**src/rtl/car_collision_scanner.sv**
```systemverilog
// car_collision_scanner: scans car slots against the frog one per clock, reports hit/miss, tracks lives
// Ports: i_Clk/i_Rst (sync, active-high); i_scan_start request; i_frog_x/y frog cell;
//   i_cars_x/y packed car cells (car k at [5k+4:5k] / [4k+3:4k]); o_busy in LATCH/SCAN;
//   o_hit_valid one-cycle result pulse; o_hit/o_hit_idx held result; o_lives; o_game_over sticky.
// Macro WRAP_HITBOX_EN: car cells wrap modulo GRID_W instead of being clipped at the right edge.
module car_collision_scanner #(
  parameter int NUM_CARS   = 4,
  parameter int GRID_W     = 20,
  parameter int CAR_W      = 1,
  parameter int LIVES_INIT = 3,
  localparam int IDX_W     = NUM_CARS > 1 ? $clog2(NUM_CARS) : 1
) (
  input  logic                  i_Clk,
  input  logic                  i_Rst,
  input  logic                  i_scan_start,
  input  logic [4:0]            i_frog_x,
  input  logic [3:0]            i_frog_y,
  input  logic [5*NUM_CARS-1:0] i_cars_x,
  input  logic [4*NUM_CARS-1:0] i_cars_y,
  output logic                  o_busy,
  output logic                  o_hit_valid,
  output logic                  o_hit,
  output logic [IDX_W-1:0]      o_hit_idx,
  output logic [1:0]            o_lives,
  output logic                  o_game_over
);
  typedef enum logic [1:0] {IDLE, LATCH, SCAN, OVER} state_t;
  state_t state_q, state_d;
  logic [4:0] frog_x_q, frog_x_d;
  logic [3:0] frog_y_q, frog_y_d;
  logic [5*NUM_CARS-1:0] cars_x_q, cars_x_d;
  logic [4*NUM_CARS-1:0] cars_y_q, cars_y_d;
  logic [IDX_W-1:0] idx_q, idx_d, hit_idx_q, hit_idx_d;
  logic busy_q, busy_d, valid_q, valid_d, hit_q, hit_d, over_q, over_d;
  logic [1:0] lives_q, lives_d;
  logic [4:0] cur_x;
  logic [3:0] cur_y;
  logic [5:0] fx6, cx6, off;
  logic scan, latch, car_hit, done, game_end;
  always_comb begin
    scan = state_q == SCAN;
    latch = state_q == LATCH;
    cur_x = cars_x_q[int'(idx_q)*5 +: 5];
    cur_y = cars_y_q[int'(idx_q)*4 +: 4];
    fx6 = {1'b0, frog_x_q};
    cx6 = {1'b0, cur_x};
    // off = distance from the car's left cell to the frog; a hit needs off < CAR_W
`ifdef WRAP_HITBOX_EN
    off = fx6 >= cx6 ? fx6 - cx6 : fx6 + 6'(GRID_W) - cx6;
`else
    off = fx6 >= cx6 ? fx6 - cx6 : 6'd63;
`endif
    car_hit = fx6 < 6'(GRID_W) && cx6 < 6'(GRID_W) && frog_y_q == cur_y && off < 6'(CAR_W);
    done = scan && (car_hit || idx_q == IDX_W'(NUM_CARS - 1));
    game_end = scan && car_hit && lives_q == 2'd1;
    state_d = state_q == IDLE ? (i_scan_start ? LATCH : IDLE) :
              latch ? SCAN :
              scan ? (done ? (game_end ? OVER : IDLE) : SCAN) : OVER;
    frog_x_d = latch ? i_frog_x : frog_x_q;
    frog_y_d = latch ? i_frog_y : frog_y_q;
    cars_x_d = latch ? i_cars_x : cars_x_q;
    cars_y_d = latch ? i_cars_y : cars_y_q;
    idx_d = latch ? '0 : scan ? idx_q + 1'b1 : idx_q;
    valid_d = done;
    hit_d = done ? car_hit : hit_q;
    hit_idx_d = done ? (car_hit ? idx_q : '0) : hit_idx_q;
    lives_d = done && car_hit ? lives_q - 2'd1 : lives_q;
    over_d = over_q | game_end;
    busy_d = state_d == LATCH || state_d == SCAN;
  end
  always_ff @(posedge i_Clk) begin
    if (i_Rst) begin
      state_q <= IDLE;
      frog_x_q <= '0;
      frog_y_q <= '0;
      cars_x_q <= '0;
      cars_y_q <= '0;
      idx_q <= '0;
      busy_q <= 1'b0;
      valid_q <= 1'b0;
      hit_q <= 1'b0;
      hit_idx_q <= '0;
      lives_q <= 2'(LIVES_INIT);
      over_q <= 1'b0;
    end else begin
      state_q <= state_d;
      frog_x_q <= frog_x_d;
      frog_y_q <= frog_y_d;
      cars_x_q <= cars_x_d;
      cars_y_q <= cars_y_d;
      idx_q <= idx_d;
      busy_q <= busy_d;
      valid_q <= valid_d;
      hit_q <= hit_d;
      hit_idx_q <= hit_idx_d;
      lives_q <= lives_d;
      over_q <= over_d;
    end
  end
  assign o_busy = busy_q;
  assign o_hit_valid = valid_q;
  assign o_hit = hit_q;
  assign o_hit_idx = hit_idx_q;
  assign o_lives = lives_q;
  assign o_game_over = over_q;
endmodule

```
**config.mk**
```make
export PLATFORM = sky130hd
export DESIGN_NAME = car_collision_scanner
export DESIGN_NICKNAME = d
export VERILOG_FILES = /design/src/rtl/car_collision_scanner.sv
export SDC_FILE = /design/constraint.sdc
export NUM_CORES = 1
export LEC_CHECK = 0
export ABC_AREA = 0
export ABC_CLOCK_PERIOD_IN_PS = 2900
export BUFFER_PORTS_ARGS = -buffer_cell sky130_fd_sc_hd__buf_4
export CAP_MARGIN = 20
export CORE_UTILIZATION = 40
export CTS_CLUSTER_SIZE = 40
export DETAILED_ROUTE_END_ITERATION = 7
export GPL_TIMING_DRIVEN = 1
export PLACE_DENSITY = 0.73
export SYNTH_ARGS = -nofsm -noshare
export SYNTH_HDL_FRONTEND = slang
export SYNTH_SLANG_ARGS = --single-unit
```
**constraint.sdc**
```tcl
create_clock -name i_Clk -period 2.9 [get_ports i_Clk]
set_input_delay 0.29 -clock i_Clk [delete_from_list [all_inputs] [get_ports i_Clk]]
set_output_delay 0.29 -clock i_Clk [all_outputs]
set_load 0.05 [all_outputs]
```
==> flow_metrics.env <==
export IMPL_worst_pin_slew_ns=0.612
export IMPL_yosysMostFrequentCell="nand2_1"
export IMPL_yosysSeqAreaShare_pct=44.4
export IMPL_drive_gt1_share_pct=24.7
export IMPL_fillers=596
export IMPL_synthesis_nets=357
export IMPL_drc=0
export IMPL_synthTopCellsByCount="nand2_1 (93), dfxtp_1 (57), a21oi_1 (49)"
export IMPL_dp_hpwl_um=3810
export IMPL_postCtsHoldBufs=0
export IMPL_crit_path_start_kind="register"
export IMPL_globalplace_congestion=0.770
export IMPL_layout_min_cycle_time_ns=2.79
export IMPL_clk_insertion_delay_late_ns=0.33
export IMPL_cts_tree="yes"
export IMPL_finalCritPeriodShare_pct=96.3
export IMPL_synth_area_top_cells="dfxtp_1 (44%), nand2_1 (14%), a21oi_1 (9.5%)"
export IMPL_power_density_nw_per_um2=577
export IMPL_worstRegToRegCells=10
export IMPL_nets=412
export IMPL_die_w_um=82.1
export IMPL_p_clk_share_pct=39.9
export IMPL_htreeDepth=3
export IMPL_slew_viol_final=0
export IMPL_syn_avg_cell_area_um2=8.53
export IMPL_dieArea_um2=6750
export IMPL_hold_path_depth=3
export IMPL_power_switching_mw=0.484
export IMPL_rows=28
export IMPL_ys_ff_latch=57
export IMPL_pwr_share_seq_pct=45.3
export IMPL_via_per_inst=4.90
export IMPL_fmax_mhz=358
export IMPL_reg2reg_to="state_q[0]$_SDFF_PP0_"
export IMPL_clockBufferDepth=2
export IMPL_cap_viol_max_count=0
export IMPL_vdd_drop_max_mv=0.360
export IMPL_drt_first_pass_iters=4
export IMPL_synthCells=301
export IMPL_core_region_area_um2=6060
export IMPL_cp_max_fo=5
export IMPL_vias=2136
export IMPL_hp_start="i_cars_y[5]"
export IMPL_synth_flop_cell="dfxtp_1"
export IMPL_first_iter_violations=138
export IMPL_outcome="completed"
export IMPL_initial_core_util_pct=42.4
export IMPL_stdcell_count=436
export IMPL_relSlewSlack_pct=59.2
export IMPL_synth_async_reset_ratio_pct=0
export IMPL_skew_ns=0.00749
export IMPL_combinationalPowerShare_pct=14.9
export IMPL_route_antenna_remaining_nets=0
export IMPL_synth_top_cell_by_area="dfxtp_1"
export IMPL_io_pins=56
export IMPL_crit_required_ns=3.15
export IMPL_drt_wirelength_per_cell_um=12.4
export IMPL_p_int_mw=1.41
export IMPL_min_to="cars_y_q[5]$_SDFFE_PP0P_"
export IMPL_cts_clk_slew_worst_paths_ns=0.07
export IMPL_crit_arrival_ns=3.04
export IMPL_tns_ns=0
export IMPL_grt_pass1_wl_um=8890
export IMPL_area_growth_pct=27.6
export IMPL_ys_types=39
export IMPL_die_y_um=82.1
export IMPL_drt_wl_total_um=5400
export IMPL_postLayoutCoreUtil_pct=54.1
export IMPL_cts_sinks=57
export IMPL_hold_viol_final=0
export IMPL_multiInputGateArea_um2=1320
export IMPL_yosys_warnings=0
export IMPL_hold_ws_ns=0.200
export IMPL_synth_area_um2=2570
export IMPL_place_inst=419
export IMPL_crit_type="register to register"
export IMPL_seqCellArea_um2=1140
export IMPL_p_leak_nw=1.28
export IMPL_p_sw_share_pct=25.6
export IMPL_grt_start_max_net_pins=64
export IMPL_fin_area_um2=3280
export IMPL_reg2reg_slack_ns=0.11
export IMPL_placed_area_um2=3060
export IMPL_r2r_start="idx_q[0]$_SDFFE_PP0N_"
export IMPL_antennaDiodeCount=0
export IMPL_yosys_area_top_type_share_pct=44.4
export IMPL_finalSetupViolCount=0
export IMPL_hp_class="input pin to register"
export IMPL_antenna_found_initial=0
export IMPL_grt_pass1_vias=1997
export IMPL_grt_ovfl_total=0
export IMPL_track_usage_pct=17.7
export IMPL_cts_buffers=9
export IMPL_end_kind="register"
export IMPL_portBuffers=55
export IMPL_synth_edf_count=0
export IMPL_cts_root_buf="clkbuf_8"
-- registers in the layout, summed over array words and instances (netlist names), 2 cells and up --
| name | cells |
|---|---|
| cars_x_q | 20 |
| cars_y_q | 16 |
| frog_x_q | 5 |
| frog_y_q | 4 |
| idx_q | 2 |
| o_hit_idx | 2 |
| o_lives | 2 |
| state_q | 2 |
-- placed cells by master (no fill, tap or decap), types with 2 or more instances in the layout --
cell type  count
xnor2_1        3
nand2b_1       3
nor2_1         9
inv_1          9
clkbuf_8       9
ha_1           6
mux4_1         5
nand3b_1       2
a21oi_1       49
clkinv_2       3
buf_4         64
dfxtp_1       56
o22ai_1        2
nor2b_1        4
o21ai_0        2
mux2i_1        9
o21a_1         2
xor2_1         4
nand2_1       93
mux4_2         2
a311oi_1       2
-- worst max-delay path by stage --
stage	startpoint	to	slack, ns	depth (start not counted)
2_1_floorplan	idx_q[0]$_SDFFE_PP0N_	o_hit_idx[0]$_SDFFE_PP0N_	0.001	11
3_3_place_gp	idx_q[0]$_SDFFE_PP0N_	state_q[1]$_SDFF_PP0_	0.03	9
3_5_place_dp	idx_q[0]$_SDFFE_PP0N_	o_lives[0]$_SDFFE_PP1P_	-0.05	9
4_1_cts	idx_q[0]$_SDFFE_PP0N_	o_lives[0]$_SDFFE_PP1P_	0.04	9
6_report	idx_q[0]$_SDFFE_PP0N_	state_q[0]$_SDFF_PP0_	0.11	10
5_1_grt	idx_q[0]$_SDFFE_PP0N_	state_q[0]$_SDFF_PP0_	-0.001	10
-- cells by family (layout without fill, tap and decap cells) --
family	after synthesis	after routing	share of synthesized area (%)
AND/OR/NAND/NOR	123	123	20.5
AO/OA/AOI/OAI	61	61	13.3
flip-flops	57	57	44.4
buffers and inverters	29	89	4.72
multiplexers	16	16	10.5
adder cells (fa/ha/maj)	8	8	4.19
XOR/XNOR	7	7	2.39
-- power groups by stage --
stage	Sequential, mW	Clock (mW)	Combinational (mW)
after floorplan	0.877	0	0.170
after global placement	0.871	0	0.269
after detailed placement	0.873	0	0.276
after CTS	0.855	0.766	0.278
after global routing	0.861	0.806	0.310
final	0.855	0.753	0.281
-- critical path, stage by stage (launching register included) --
cell and delay, ns:
dfxtp_4 0.37, mux4_1 0.55, inv_1 0.11, ha_1 0.23, nor2b_1 0.13, o21a_1 0.18
or4_4 0.49, a21oi_4 0.14, buf_4 0.12, nand4_1 0.19, o22ai_1 0.19
-- routing by layer --
metal / global-route usage, % / part of all wire [%] / vias to the layer above
li1: - / - / 1127
met2: 27.4 / 45 / 43
met3: 3.63 / 3.7 / 10
met5: 0 / 0 / -
met4: 9.47 / 2.3 / 0
met1: 23.1 / 49 / 956
-- metrics by stage --
stage / setup WS (ns) / total power [mW]
after floorplan: 0.00147 / 1.05
after global placement: 0.0277 / 1.14
after detailed placement: -0.0494 / 1.15
after CTS: 0.0388 / 1.90
after global routing: -0.00135 / 1.98
final: 0.108 / 1.89
-- cell type report --
type / count / area share (%)
Tap cell: 75 / 2.86
Clock buffer: 11 / 4.66
Multi-Input combinational cell: 215 / 40.2
Timing Repair Buffer: 64 / 14.7
Clock inverter: 5 / 1.60
Sequential cell: 57 / 34.9
Inverter: 9 / 1.03
-- repair_timing --
| item | in CTS | in global routing |
|---|---|---|
| endpoints found under the hold margin | 0 | 0 |
| setup endpoints to repair | 6 | 8 |
| pin swaps | 0 | 1 |
| resized for setup | 2 | 3 |
| setup buffers | 0 | 1 |
No activity file was read; power rests on OpenSTA's default activity.
